<file path="src/rtl/uart_pkg.sv">
// Shared types and defaults for the UART transmit-path arbiter and its picker.
package uart_pkg;

  localparam int UART_DLEN = 8;

  localparam logic [0:0] ST_IDLE = 1'b0;
  localparam logic [0:0] ST_LOCK = 1'b1;

  typedef enum logic [0:0] {
    IDLE = ST_IDLE,
    LOCK = ST_LOCK
  } arb_state_e;

endpackage

</file>
<file path="src/rtl/uart_tx_arbiter_rr_pick.sv">
// Combinational rotating-priority picker: the first set request at or after ptr
// (wrapping) wins. The output is one-hot.
module rr_pick #(
  parameter int NREQ = 4,
  parameter int PW   = 2
) (
  input  logic [NREQ-1:0] req,
  input  logic [PW-1:0]   ptr,
  output logic [NREQ-1:0] onehot,
  output logic            any
);

  logic [NREQ-1:0] rot_req;
  logic [NREQ-1:0] rot_pick;

  // Rotate so that ptr sits at bit 0, isolate the lowest set bit, then rotate back.
  assign rot_req  = NREQ'({req, req} >> ptr);
  assign rot_pick = rot_req & (~rot_req + NREQ'(1));
  assign onehot   = NREQ'(({rot_pick, rot_pick} << ptr) >> NREQ);
  assign any      = |req;

endmodule

</file>
<file path="src/rtl/uart_tx_arbiter.sv">
// Round-robin owner of the single UART TX byte port. A grant is locked until the owner's
// last byte, a burst cap, or an idle timeout. One IDLE bubble always separates two grants.
module uart_tx_arbiter
  import uart_pkg::*;
#(
  parameter int NREQ     = 4,
  parameter int DLEN     = UART_DLEN,
  parameter int MAXBURST = 16,
  parameter int TIMEOUT  = 64
) (
  input  logic                 clk,
  input  logic                 rst,
  input  logic [NREQ-1:0]      i_req_valid,
  input  logic [NREQ-1:0]      i_req_last,
  input  logic [NREQ*DLEN-1:0] i_req_data,
  output logic [NREQ-1:0]      o_req_ready,
  output logic                 o_wvalid,
  output logic [DLEN-1:0]      o_wdata,
  input  logic                 i_wready,
  output logic [NREQ-1:0]      o_grant,
  output logic                 o_busy
);

  localparam int PW = (NREQ > 1) ? $clog2(NREQ) : 1;
  localparam int BW = $clog2(MAXBURST + 1);
  localparam int IW = $clog2(TIMEOUT + 1);
  localparam logic [BW-1:0] BEAT_MAX  = BW'(MAXBURST);
  localparam logic [BW-1:0] BEAT_LAST = BW'(MAXBURST - 1);
  localparam logic [IW-1:0] IDLE_MAX  = IW'(TIMEOUT);
  localparam logic [PW-1:0] PTR_LAST  = PW'(NREQ - 1);

  arb_state_e      state;
  logic [NREQ-1:0] grant_q;
  logic [PW-1:0]   owner;
  logic [PW-1:0]   rr_ptr;
  logic [PW-1:0]   pick_idx;
  logic [BW-1:0]   beat_cnt;
  logic [IW-1:0]   idle_cnt;
  logic [DLEN-1:0] wdata_q;
  logic [DLEN-1:0] owner_data;
  logic [DLEN-1:0] data_arr [NREQ];
  logic [NREQ-1:0] pick_onehot;
  logic            pick_any;
  logic            locked;
  logic            owner_valid;
  logic            owner_last;
  logic            beat;
  logic            burst_done;
  logic            timeout;
  logic            release_lock;

  rr_pick #(
    .NREQ (NREQ),
    .PW   (PW)
  ) u_pick (
    .req    (i_req_valid),
    .ptr    (rr_ptr),
    .onehot (pick_onehot),
    .any    (pick_any)
  );

  always_comb begin
    pick_idx = '0;
    for (int k = 0; k < NREQ; k++) begin
      data_arr[k] = i_req_data[k*DLEN +: DLEN];
      if (pick_onehot[k]) pick_idx = PW'(k);
    end
  end

  assign locked       = (state == LOCK);
  assign owner_valid  = i_req_valid[owner];
  assign owner_last   = i_req_last[owner];
  assign owner_data   = data_arr[owner];
  assign o_wvalid     = locked & owner_valid;
  assign o_wdata      = o_wvalid ? owner_data : wdata_q;
  assign beat         = o_wvalid & i_wready;
  assign burst_done   = (beat_cnt == BEAT_LAST);
  // Timeout is judged on the registered count, so a beat arriving in that cycle still goes out.
  assign timeout      = locked & (idle_cnt == IDLE_MAX);
  assign release_lock = (beat & (owner_last | burst_done)) | timeout;
  assign o_grant      = grant_q;
  assign o_busy       = locked;

  always_comb begin
    o_req_ready = '0;
    if (locked) o_req_ready[owner] = i_wready;
  end

  always_ff @(posedge clk or posedge rst) begin
    if (rst) begin
      state    <= IDLE;
      grant_q  <= '0;
      owner    <= '0;
      rr_ptr   <= '0;
      beat_cnt <= '0;
      idle_cnt <= '0;
      wdata_q  <= '0;
    end else begin
      case (state)
        IDLE: begin
          if (pick_any) begin
            state   <= LOCK;
            grant_q <= pick_onehot;
            owner   <= pick_idx;
          end
        end
        LOCK: begin
          if (beat) wdata_q <= owner_data;
          if (release_lock) begin
            state    <= IDLE;
            grant_q  <= '0;
            rr_ptr   <= (owner == PTR_LAST) ? '0 : owner + 1'b1;
            beat_cnt <= '0;
            idle_cnt <= '0;
          end else begin
            if (beat && beat_cnt != BEAT_MAX) beat_cnt <= beat_cnt + 1'b1;
            if (owner_valid) idle_cnt <= '0;
            else if (idle_cnt != IDLE_MAX) idle_cnt <= idle_cnt + 1'b1;
          end
        end
        default: state <= IDLE;
      endcase
    end
  end

endmodule

</file>
<file path="config.mk">
export PLATFORM = sky130hd
export DESIGN_NAME = uart_tx_arbiter
export DESIGN_NICKNAME = d
export VERILOG_FILES = /design/src/rtl/uart_pkg.sv /design/src/rtl/uart_tx_arbiter_rr_pick.sv /design/src/rtl/uart_tx_arbiter.sv
export SDC_FILE = /design/constraint.sdc
export NUM_CORES = 1
export LEC_CHECK = 0
export ABC_AREA = 1
export BUFFER_PORTS_ARGS = -buffer_cell sky130_fd_sc_hd__buf_4
export CAP_MARGIN = 20
export CORE_AREA = 2 2 53 80
export DETAILED_ROUTE_END_ITERATION = 6
export DIE_AREA = 0 0 55 82
export PLACE_DENSITY = 0.87
export SYNTH_ARGS = -nofsm -noshare
export SYNTH_HDL_FRONTEND = slang
export SYNTH_SLANG_ARGS = --single-unit
</file>
<file path="constraint.sdc">
create_clock -name clk -period 2.6 [get_ports clk]
set_clock_uncertainty 0.15 [all_clocks]
set_input_delay 0.13 -clock clk [delete_from_list [all_inputs] [get_ports clk]]
set_output_delay 0.13 -clock clk [all_outputs]
set_load 0.05 [all_outputs]
</file>
Word level (Yosys, flattened, before mapping)
Cells that the tools add are included.
Storage, ports and cells
  bits in registers: 29
  input port bits: 43
  output and inout port bits: 18
  word-level logic and storage cells: 71
Operators by class
  $add $sub $neg: 4
  $lt $le $gt $ge: 3
  equality and inequality tests: 7
  shift-type cells: 2
  mux-type cells: 26
  bitwise gates (word level): 11
  reduce and logical (&&, ||, !) cells: 11
Operator list (number)
  2-to-1 mux 8 bit: 3
  2-to-1 mux 7 bit: 3
  binary-select mux 8 bit (select 2 bit): 1
  2-to-1 mux 4 bit: 3
  AND reduction 2 bit: 6
  2-to-1 mux 5 bit: 2
  AND 4 bit: 2
  one-hot mux 4 bit (2 select lines): 1
  left shift 8 x 2 -> 8 bit: 1
  >> shifter 8 x 2 -> 4 bit: 1
  adder 7 x 1 -> 7 bit (second input constant): 1
  == test 7 bit (second input constant): 1
  != test 7 bit (second input constant): 1
  2-to-1 mux 1 bit: 6
  2-to-1 mux 2 bit: 3
  adder 5 x 1 -> 5 bit (second input constant): 1
  == test 5 x 4 -> 1 bit (second input constant): 1
  != test 5 bit (second input constant): 1
  adder 4 x 1 -> 4 bit (second input constant): 1
  AND 1 bit: 4
  binary-select mux 1 bit (select 2 bit): 2
  NOT 4 bit: 1
  OR reduction 4 bit: 1
  >= comparator 3 bit (second input constant): 1
  other kinds (14): 16

Longest topological paths before layout
Gate-level depths: netlist of the first run.
  word-level depth: 8
  mapped depth: 12
  gate-level depth less buffers: 11

By module
A second synthesis of the first run with hierarchy kept.
Second synthesis, totals
  cells, all modules: 326
  area total of the unflattened synthesis: 2289.7 µm²
Modules (own cells, without submodules)
  uart_tx_arbiter: times used 1, cells each 274, area each 2010.7 µm², seq. area each 725.7 µm²
  rr_pick: times used 1, cells each 52, area each 279.0 µm², seq. area each 0.0 µm²

Least setup slack after synthesis of the first run
OpenSTA, ideal clock, no wires.
  kind: register to output
  start: reg state, in the netlist o_busy
  end: out o_wdata[0]
  data arrival time: 2273 ps
  required time: 2320 ps
  setup slack: 47 ps
  cell stages (with the launch flop): 5
  buffers on the path: 1
  cells stage by stage: dfrtp_1 -> inv_1 -> nor2_2 -> buf_2 -> o21ai_0
On the way
  cells in the longest elaborated chain, start to end: 2
RTL lines
  start, declared: line uart_tx_arbiter.sv:32  | arb_state_e state;
  start signal, assigned: line uart_tx_arbiter.sv:91  | state <= IDLE;
  start signal, assigned: line uart_tx_arbiter.sv:102  | state <= LOCK;
  start signal, assigned: line uart_tx_arbiter.sv:110  | state <= IDLE;
  AND 1 bit: line uart_tx_arbiter.sv:74  | assign o_wvalid = locked & owner_valid;
  via o_wvalid: line uart_tx_arbiter.sv:17  | output logic o_wvalid,
  2-to-1 mux 8 bit: line uart_tx_arbiter.sv:75  | assign o_wdata = o_wvalid ? owner_data : wdata_q;
  end, declared: line uart_tx_arbiter.sv:18  | output logic [DLEN-1:0] o_wdata,
The timed path passes the listed nets, and every way through them passes these cells.

Final worst setup path of the first run
  start: reg owner[0]
  end: out o_wdata[3]
On the way
  cells in the longest elaborated chain, start to end: 5
  elaborated cells on any way between the ends: 8
  those cells by class: 6 x mux; 2 x bitwise
RTL lines
  start, declared: line uart_tx_arbiter.sv:34  | logic [PW-1:0] owner;
  start signal, assigned: line uart_tx_arbiter.sv:104  | owner <= pick_idx;
  NOT 2 -> 3 bit (implied by the code): line uart_tx_arbiter.sv:73  | assign owner_data = data_arr[owner];
  binary-select mux 8 bit (select 2 bit): line uart_tx_arbiter.sv:73
  2-to-1 mux 8 bit (implied by the code) (2 in a row): line uart_tx_arbiter.sv:73
  2-to-1 mux 8 bit (*): line uart_tx_arbiter.sv:75
Mark *: on every way between the ends. The rest lies on a longest branch, timed or not. The select of a mux whose other input is x is not followed.

==> impl_metrics.py, run 1 <==
metrics = {
    "outcome": {
        "status": "finished clean",
    },
    "critical_path": {
        "cp-end-kind": "output port",
        "ff2ff_path_depth": 11,
        "start_kind": "register",
        "required_ns": 2.32,
        "crit_fanout": 23,
        "critical_path_arrival_ns": 1.96,
        "crit_type": "register to output port",
    },
    "synth": {
        "yosys-top-cells-area": "dfrtp_1 35%, nand2_1 12%, o21ai_0 8.5%",
        "yosysWarnings": 0,
        "synthXorXnorAreaFrac_pct": 1.706,
        "synth_cell_types": 26,
        "synth_top_area_cell": "dfrtp_1",
        "yosys_most_used_dff": "dfrtp_1",
        "synth_top_family_by_area": "simple AND/OR/NAND/NOR gates",
        "synth_compound_area_share_pct": 14.63,
        "synth-adder-area-share_pct": 5.484,
        "async_flop_share_pct": 100.0,
        "syn_area_um2": 2053,
        "synth_edf_count": 0,
        "yosysSeqAreaShare_pct": 35.34,
        "netlist_top_cells_count": "68 x nand2_1, 38 x nor2_1, 35 x o21ai_0",
        "ys_ff_latch": 29,
        "synthSimpleGateAreaFrac_pct": 32.18,
        "synth.most_common_cell": "nand2_1",
        "syn_inst": 301,
        "yosys.area.top_type_share_pct": 35.34,
        "synth.mux.area_fraction_pct": 0,
        "syn_nets": 353,
        "syn_area_per_cell_um2": 6.821,
    },
    "hold_path": {
        "min_delay_path_depth": 3,
        "hold_path_class": "input pin to register",
    },
    "power_and_ir_drop": {
        "power_frac_comb_pct": 63.9,
        "p_switching_w": 0.001936,
        "cellLeakagePower_nw": 1.384,
        "clock_power_share_pct": 15.4,
        "power.density_nw_per_um2": 1367,
        "ir_drop_mv": 1.331,
        "p_int_w": 0.001717,
        "power_frac_seq_pct": 20.8,
        "sw_frac_of_total_pct": 53.01,
    },
    "sta": {
        "tns_ns": 0,
        "fin_crit_ns": 2.240,
        "tightestPinTransition_ns": 0.3809,
        "fin_crit_sh_pct": 86.17,
        "grt_setup_unrepaired": "no",
        "relSlewSlack_pct": 74.61,
        "setup_violations": 0,
        "timing.fmax_mhz": 446.4,
        "slew_viol_final": 0,
        "finalHoldViolCount": 0,
    },
    "cts": {
        "clock-sinks": 29,
        "path_clk_slew_ns": 0.07,
        "cts_buffers": 5,
        "cts_max_level": 2,
        "clock_latency_ns": 0.28,
        "cts-root-buf": "clkbuf_8",
        "cts_tree": "built",
        "cts_max_path_buffers": 2,
    },
    "drt": {
        "antenna_left": 0,
        "via_per_inst": 5.442,
        "drtPass1Iterations": 5,
        "drcViolationCount": 0,
        "routedWlPerCell_um": 13.68,
        "drt-initial-drc-count": 100,
        "vias": 2215,
        "drt-total-wl_um": 5567,
    },
    "floorplanning": {
        "die_w_um": 55,
        "num_rows": 28,
        "die_h_um": 82,
        "ios": 61,
        "start_util_pct": 53.28,
        "dieArea_um2": 4510,
        "coreArea_um2": 3854,
    },
    "global_route": {
        "grt_usage_pct": 25.53,
        "grt.overflow.total": 0,
        "grt_first_pass_wirelength_um": 8335,
        "antenna_found_initial": 0,
        "grt_max_degree": 30,
        "grt_pass1_vias": 1948,
    },
    "final_layout": {
        "layout.cells.non_filler": 407,
        "antenna_cells": 0,
        "final_nets": 413,
        "fillCellCount": 328,
        "multi_input_area_um2": 1114,
        "register_area_um2": 725.7,
        "layout-drive-gt1-share_pct": 23.48,
        "syn2layout_area_growth_pct": 30.16,
    },
    "place": {
        "io_buffers": 60,
        "gp_congestion": 0.9189,
        "dp.cells": 398,
        "hpwlAfterDp_um": 4069,
    },
    "job": {
        "drv_cap": 0,
    },
}
==> layout make-up <==
cell class / count / share of cell area, %
well taps: 45 / 2.107
clock buffers: 5 / 2.575
clock inverters: 3 / 2.434
repair buffers: 66 / 18.63
multi-input cells: 221 / 41.67
flip-flops and latches: 29 / 27.15
inverters: 38 / 5.431
==> through the flow <==
stage	area, µm²	power [W]	setup WS (ns)	hold slack (ns)	util (%)
floorplan	2053	0.002493	0.04677	0.05811	-
global placement	2524	0.003022	0.5699	0.07549	65.49
detailed placement	2524	0.003073	0.4989	0.08616	65.49
CTS	2668	0.003650	0.1756	0.08344	69.22
global route	2673	0.003936	0.1773	0.09723	69.35
finish	2673	0.003653	0.3596	0.08442	69.35
==> final timing paths <==
check / to / startpoint / slack, ns
worst max-delay path: o_wdata[3] / owner[0]$_DFFE_PP0P_ / 0.36
worst min-delay path: wdata_q[4]$_DFFE_PP0P_ / i_wready / 0.08
min in group asynchronous: wdata_q[0]$_DFFE_PP0P_ / rst / 0.34
max in group asynchronous: o_grant[3]$_DFFE_PP0P_ / rst / 1.67
worst min register to register: o_grant[0]$_DFFE_PP0P_ / o_grant[0]$_DFFE_PP0P_ / 0.32
worst max register to register: o_grant[2]$_DFFE_PP0P_ / owner[0]$_DFFE_PP0P_ / 0.53
==> timing repair <==
| item | in CTS | in global routing |
|---|---|---|
| setup buffers | 0 | 0 |
| hold endpoints to repair | 29 | 0 |
| gates resized for setup | 0 | 1 |
| hold buffers | 1 | 0 |
| setup endpoints to repair | 0 | 1 |
==> registers in the layout, summed over array words and instances (netlist names) <==
register  flops
rr_ptr        2
wdata_q       8
o_busy        1
owner         2
beat_cnt      5
o_grant       4
idle_cnt      7
==> critical path: stages, from the launching register on <==
cell     delay [ns]
dfrtp_1        0.38
inv_2          0.25
nand2_1        0.08
nand3_1        0.09
nand2_2        0.13
nor2_4         0.29
nand2_1        0.12
o21ai_0        0.10
buf_4          0.22
==> per-layer routing <==
layer	GRT usage [%]	vias up	share of wire, %
met4	9.512	0	2.8
met3	4.545	13	8.2
met5	0	-	0
li1	-	1104	-
met1	27.39	1001	39
met2	47.38	97	51
==> power by group through the flow <==
| stage | Combinational (W) | Clock [W] | Sequential, W |
|---|---|---|---|
| detailed placement | 0.00231 | 0 | 0.000762 |
| global route | 0.00256 | 0.000593 | 0.000784 |
| finish | 0.00233 | 0.000561 | 0.000759 |
| CTS | 0.00232 | 0.000571 | 0.000756 |
| global placement | 0.00226 | 0 | 0.000758 |
| floorplan | 0.00169 | 0 | 0.000805 |
==> cells in the final DEF (no fill, tap or decap), types with 2 or more instances in the layout <==
master and count:
a21oi_1 3, buf_4 65, bufinv_16 2, clkbuf_8 5
dfrtp_1 29, ha_1 9, inv_1 33, inv_2 4
nand2_1 68, nand2_2 3, nand3_1 27, nand4_1 8
nor2_1 38, nor2_4 3, nor3_1 2, o21ai_0 35
o21ai_1 2, o22ai_1 15, xnor2_1 2, xor2_1 2
==> cell families after synthesis <==
| kind of cell | after synthesis |
|---|---|
| xor+xnor | 4 |
| fa+ha+maj | 9 |
| flops | 29 |
| simple gates | 152 |
| compound gates | 56 |
| buf+inv | 51 |
(Power assumes the default switching activity.)
==> inputs of run 2 (changes only) <==
--- a/config.mk
+++ b/config.mk
@@ -11,6 +11,7 @@
 export CORE_AREA = 2 2 53 80
 export DETAILED_ROUTE_END_ITERATION = 6
 export DIE_AREA = 0 0 55 82
+export MAX_ROUTING_LAYER = met4
 export PLACE_DENSITY = 0.87
 export SYNTH_ARGS = -nofsm -noshare
 export SYNTH_HDL_FRONTEND = slang
==> run 2 against run 1 <==
  * Non-clock buffer count unchanged
  * Final area unchanged
  * Clock-buffer cell count unchanged
  * Combinational power about the same
  * Utilization unchanged
  * Maximum frequency down 0.16%
  * Sequential power about the same
  * Register-to-register slack about the same
  * Die area unchanged
  * First-iteration DRC count down 10%
  * Clock power about the same
  * Critical endpoint unchanged
  * Largest power group unchanged
==> impl_metrics.py, run 2 (same netlist as run 1, synthesis figures left out) <==
metrics = {
    "cts": {
        "cts-root-buf": "clkbuf_8",
        "cts_tree": "built",
        "clock_latency_ns": 0.29,
        "cts_max_path_buffers": 2,
        "cts_max_level": 2,
        "cts_buffers": 5,
        "path_clk_slew_ns": 0.07,
        "clock-sinks": 29,
        "postCtsSetupRepairBufs": 0,
    },
    "power_and_ir_drop": {
        "cellLeakagePower_nw": 1.384,
        "ir_drop_mv": 1.329,
        "power.density_nw_per_um2": 1368,
    },
    "drt": {
        "routedWlPerCell_um": 13.71,
        "drtPass1Iterations": 4,
        "drcViolationCount": 0,
        "via_per_inst": 5.467,
        "drt-initial-drc-count": 90,
        "antenna_left": 0,
        "vias": 2225,
        "drt-total-wl_um": 5578,
    },
    "floorplanning": {
        "dieArea_um2": 4510,
        "ios": 61,
        "die_h_um": 82,
        "num_rows": 28,
        "coreArea_um2": 3854,
        "die_w_um": 55,
        "start_util_pct": 53.28,
    },
    "critical_path": {
        "crit_fanout": 23,
        "path_cells": "inv_2 -> nand2_1 -> nand3_1 -> nand2_2 -> nor2_4 -> nand2_1 -> o21ai_0 -> buf_4",
        "cpMostUsedCell": "nand2_1",
        "crit_family": "simple AND/OR/NAND/NOR gates",
        "crit_type": "register to output port",
        "cp-end-kind": "output port",
        "start_kind": "register",
        "slowest_delay_ns": 0.38,
        "critical_path_arrival_ns": 1.96,
        "required_ns": 2.32,
        "slowest_stage": "dfrtp_1",
        "cp.buffers_inverters": 2,
    },
    "final_layout": {
        "reg_top3": "wdata_q: 8 flops, idle_cnt: 7 flops, beat_cnt: 5 flops",
        "postLayoutCoreUtil_pct": 69.35,
        "antenna_cells": 0,
        "final_common_cell": "nand2_1",
        "largest_register_ffs": 8,
        "top_register": "wdata_q",
        "layout-drive-gt1-share_pct": 23.48,
        "final_cell_mix": "68 x nand2_1, 65 x buf_4, 38 x nor2_1, 35 x o21ai_0, 33 x inv_1",
        "syn2layout_area_growth_pct": 30.16,
        "final_nets": 413,
        "layout.cells.non_filler": 407,
    },
    "place": {
        "gp_congestion": 0.9350,
        "hpwlAfterDp_um": 4069,
        "dp.cells": 398,
        "io_buffers": 60,
    },
    "global_route": {
        "grt.overflow.total": 0,
        "grt_pass1_vias": 1948,
        "grt_max_degree": 30,
        "grt_first_pass_wirelength_um": 8335,
        "grt_usage_pct": 26.34,
        "antenna_found_initial": 0,
    },
    "sta": {
        "whs_ns": 0.08536,
        "timing.fmax_mhz": 445.6,
        "setup_violations": 0,
        "finalHoldViolCount": 0,
        "grt_setup_unrepaired": "no",
        "tns_ns": 0,
        "slew_viol_final": 0,
        "tightestPinTransition_ns": 0.3823,
        "fin_crit_ns": 2.244,
        "fin_crit_sh_pct": 86.31,
        "relSlewSlack_pct": 74.51,
    },
    "outcome": {
        "status": "finished clean",
    },
    "job": {
        "drv_cap": 0,
    },
    "hold_path": {
        "hold_path_class": "input pin to register",
    },
}
## run 2: cell counts in the layout (fill, tap and decap cells not counted)
Identical to the previous run, type by type.
## run 2: timing repair
| item | 4_1_cts | 5_1_grt |
|---|---|---|
| hold endpoints to repair | 29 | 0 |
| hold buffers | 1 | 0 |
| gates resized for setup | 0 | 1 |
| setup endpoints to repair | 0 | 1 |
## run 2: where the power goes
group / total [W] / switching (W) / internal (W)
Sequential: 0.000759 / 0.000143 / 0.000616
Combinational: 0.00234 / 0.00162 / 0.000720
Clock: 0.000562 / 0.000182 / 0.000380
## run 2: cell type report
type,count,area [µm²]
Timing Repair Buffer,66,498.0
Inverter,38,145.1
Multi-Input combinational cell,221,1114
Fill cell,328,1181
Clock buffer,5,68.82
Tap cell,45,56.30
Clock inverter,3,65.06
Sequential cell,29,725.7
## run 2: tightest hold or removal path, cell delays in order
cell and delay (ns):
buf_4 0.08, inv_1 0.11, o22ai_1 0.14
## run 2: per-layer routing
metal  vias up  GRT usage [%]  wire (µm)
li1       1106              -          -
met1      1002          28.55       2172
met2       104          46.55       2781
met3        13          4.545        486
met4         0          9.512        138
met5         -              -          0
## run 2: metrics by stage
stage | worst slack, ns | power [W] | cell area (µm²)
finish | 0.3560 | 0.003657 | 2673
detailed placement | 0.4989 | 0.003073 | 2524
floorplan | 0.04677 | 0.002493 | 2053
CTS | 0.1756 | 0.003650 | 2668
global placement | 0.5699 | 0.003022 | 2524
global route | 0.1773 | 0.003938 | 2673
## run 2: worst paths after layout
check                      cells after the start                endpoint                   start  slack (ns)
setup / recovery                               8              o_wdata[3]    owner[0]$_DFFE_PP0P_        0.36
hold / removal                                 3  wdata_q[4]$_DFFE_PP0P_                i_wready        0.09
setup reg to reg                              11  o_grant[2]$_DFFE_PP0P_    owner[0]$_DFFE_PP0P_        0.53
hold reg to reg                                2  o_grant[0]$_DFFE_PP0P_  o_grant[0]$_DFFE_PP0P_        0.32
max in group asynchronous                      4        o_busy$_DFF_PP0_                     rst        1.69
min in group asynchronous                      4  wdata_q[0]$_DFFE_PP0P_                     rst        0.33
==> inputs of run 3 (changes only) <==
--- a/config.mk
+++ b/config.mk
@@ -5,14 +5,14 @@
 export SDC_FILE = /design/constraint.sdc
 export NUM_CORES = 1
 export LEC_CHECK = 0
-export ABC_AREA = 1
+export ABC_AREA = 0
 export BUFFER_PORTS_ARGS = -buffer_cell sky130_fd_sc_hd__buf_4
 export CAP_MARGIN = 20
-export CORE_AREA = 2 2 53 80
+export CORE_AREA = 2 2 64 66
 export DETAILED_ROUTE_END_ITERATION = 6
-export DIE_AREA = 0 0 55 82
+export DIE_AREA = 0 0 66 68
 export MAX_ROUTING_LAYER = met4
-export PLACE_DENSITY = 0.87
+export PLACE_DENSITY = 0.86
 export SYNTH_ARGS = -nofsm -noshare
 export SYNTH_HDL_FRONTEND = slang
 export SYNTH_SLANG_ARGS = --single-unit
==> run 3 against run 2 <==
  * Global-route usage shrank 0.54 points
  * Highest routed layer unchanged
  * Sequential power is 3.0% higher
  * Final area decreased by 2.9%
  * Critical endpoint is now o_wdata[4]
  * Final cell count is 23% lower
  * Register-to-register slack lost 0.15 ns
  * Power is 16% lower
  * Setup slack worse by 0.25 ns
  * First-iteration DRC count is 10% higher
  * Largest cell class unchanged
==> impl_metrics.py, run 3 <==
metrics = {
    "synth": {
        "synth.most_common_cell": "nand2_1",
        "synth_cell_types": 48,
        "syn_inst": 202,
        "syn_area_um2": 2001,
        "yosys_most_used_dff": "dfrtp_1",
        "syn_nets": 254,
        "netlist_top_cells_count": "30 x nand2_1, 29 x dfrtp_1, 11 x inv_1",
        "yosysWarnings": 0,
        "synth_edf_count": 0,
        "synth_top_area_cell": "dfrtp_1",
        "syn_area_per_cell_um2": 9.904,
        "yosysSeqAreaShare_pct": 36.27,
        "ys_ff_latch": 29,
        "yosys.area.top_type_share_pct": 36.27,
        "async_flop_share_pct": 100.0,
        "yosys-top-cells-area": "dfrtp_1 36%, mux4_2 10%, ha_1 5.6%",
    },
    "critical_path": {
        "required_ns": 2.32,
        "crit_fanout": 9,
        "crit_type": "register to output port",
        "cp.buffers_inverters": 1,
        "path_cells": "mux4_2 -> nand2_2 -> mux2_2 -> buf_4",
        "start_kind": "register",
        "slowest_stage": "mux4_2",
        "critical_path_arrival_ns": 2.21,
        "crit_family": "multiplexers",
        "slowest_delay_ns": 0.60,
        "cp-end-kind": "output port",
    },
    "floorplanning": {
        "die_h_um": 68,
        "die_w_um": 66,
        "ios": 61,
        "num_rows": 23,
        "coreArea_um2": 3856,
        "dieArea_um2": 4488,
        "start_util_pct": 51.88,
    },
    "final_layout": {
        "final_nets": 316,
        "fin_area_um2": 2595,
        "final_common_cell": "buf_4",
        "syn2layout_area_growth_pct": 29.71,
        "largest_register_ffs": 8,
        "layout-drive-gt1-share_pct": 37.50,
        "antenna_cells": 0,
        "fillCellCount": 308,
        "top_register": "wdata_q",
        "final_cell_mix": "67 x buf_4, 30 x nand2_1, 29 x dfrtp_1, 11 x inv_1, 10 x mux2_2",
        "reg_top3": "wdata_q: 8 flops, idle_cnt: 7 flops, beat_cnt: 5 flops",
    },
    "global_route": {
        "antenna_found_initial": 0,
        "grt_first_pass_wirelength_um": 8376,
        "grt_usage_pct": 25.79,
        "grt_max_degree": 30,
        "grt.overflow.total": 0,
        "grt_pass1_vias": 1743,
    },
    "outcome": {
        "status": "finished clean",
    },
    "cts": {
        "cts_max_level": 2,
        "cts_max_path_buffers": 2,
        "cts-root-buf": "clkbuf_8",
        "cts_tree": "built",
        "cts_buffers": 5,
        "ctsResizeCount": 0,
        "clock_latency_ns": 0.28,
        "clock-sinks": 29,
        "path_clk_slew_ns": 0.06,
        "postCtsSetupRepairBufs": 0,
    },
    "place": {
        "hpwlAfterDp_um": 3914,
        "io_buffers": 60,
        "gp_congestion": 0.8312,
        "dpl_cell_area_um2": 2499,
    },
    "hold_path": {
        "hold_path_class": "input pin to register",
    },
    "job": {
        "drv_cap": 0,
    },
    "power_and_ir_drop": {
        "ir_drop_mv": 0.7882,
        "power_frac_seq_pct": 25.6,
        "p_switching_w": 0.001492,
        "power_frac_comb_pct": 62.2,
        "cellLeakagePower_nw": 1.276,
        "clock_power_share_pct": 12.2,
        "p_int_w": 0.001566,
        "power.density_nw_per_um2": 1178,
        "sw_frac_of_total_pct": 48.79,
    },
    "sta": {
        "fin_crit_ns": 2.492,
        "grt_setup_unrepaired": "no",
        "setup_violations": 0,
        "slew_viol_final": 0,
        "finalHoldViolCount": 0,
        "fin_crit_sh_pct": 95.86,
        "timing.fmax_mhz": 401.2,
        "tightestPinTransition_ns": 0.7962,
        "relSlewSlack_pct": 46.34,
        "tns_ns": 0,
    },
    "drt": {
        "drt-total-wl_um": 5248,
        "drt-initial-drc-count": 99,
        "drtPass1Iterations": 5,
        "vias": 1783,
        "routedWlPerCell_um": 16.71,
        "drcViolationCount": 0,
        "antenna_left": 0,
        "via_per_inst": 5.678,
    },
}
==> run 3: area by class of cell <==
type / count / area, µm² / share of cell area, %
Tap cell: 50 / 62.56 / 2.411
Timing Repair Buffer: 68 / 513.0 / 19.77
Sequential cell: 29 / 725.7 / 27.97
Inverter: 12 / 45.04 / 1.736
Clock buffer: 7 / 86.33 / 3.327
Multi-Input combinational cell: 148 / 1162 / 44.79
==> run 3: routing by layer <==
layer,track usage (%),up-vias,part of all wire [%]
met5,-,-,0
li1,-,857,-
met2,42.68,50,54
met1,31.53,862,41
met4,9.184,0,1.9
met3,5.592,14,3.6
==> run 3: cell families (layout without fill, tap and decap cells) <==
kind of cell               after synthesis  count (layout)  synth area share, %
AOI/OAI and AO/OA                       44              44                15.57
adders and majority gates                9               9                5.629
buffers and inverters                   25              87                5.629
DFF                                     29              29                36.27
muxes                                   26              26                19.26
and+or+nand+nor                         69              69                17.64
==> run 3: path summary, 6_finish.rpt <==
check	from	end	slack (ns)	cells after the start
max	owner[0]$_DFFE_PP0P_	o_wdata[4]	0.11	4
min	i_req_valid[1]	o_grant[1]$_DFFE_PP0P_	0.1	3
max reg2reg	owner[0]$_DFFE_PP0P_	rr_ptr[0]$_DFFE_PP0P_	0.38	5
min reg2reg	wdata_q[2]$_DFFE_PP0P_	wdata_q[2]$_DFFE_PP0P_	0.32	2
max in group asynchronous	rst	wdata_q[1]$_DFFE_PP0P_	1.68	4
min in group asynchronous	rst	wdata_q[2]$_DFFE_PP0P_	0.35	4
==> run 3: power groups by stage <==
stage | sequential (W) | clock [W] | combinational, W
floorplan | 0.000802 | 0 | 0.00136
global placement | 0.000770 | 0 | 0.00185
detailed placement | 0.000782 | 0 | 0.00190
CTS | 0.000777 | 0.000381 | 0.00191
global route | 0.000810 | 0.000403 | 0.00203
finish | 0.000782 | 0.000373 | 0.00190
==> run 3: stage by stage <==
| step | worst slack, ns | hold WS [ns] | total power [W] | std cells | utilization [%] |
|---|---|---|---|---|---|
| final | 0.1077 | 0.09725 | 0.003058 | 314 | 67.29 |
| after floorplan | 0.4036 | 0.05811 | 0.002163 | 202 | - |
| after global routing | 0.02280 | 0.09656 | 0.003245 | 314 | 67.29 |
| after global placement | 0.4924 | 0.07816 | 0.002616 | 306 | 64.80 |
| after detailed placement | 0.3839 | 0.07872 | 0.002679 | 306 | 64.80 |
| after CTS | 0.09983 | 0.09103 | 0.003066 | 314 | 67.29 |
==> run 3: timing repair <==
action / in CTS / in global routing
hold endpoints to repair: 29 / 0
hold buffers: 1 / 0
endpoints found under the setup margin: 0 / 0
==> run 3: tightest hold or removal path, delay by kind of cell <==
kind	cells	cell delay (ns)
AOI/OAI and AO/OA	2	0.20
buffers and inverters	1	0.14
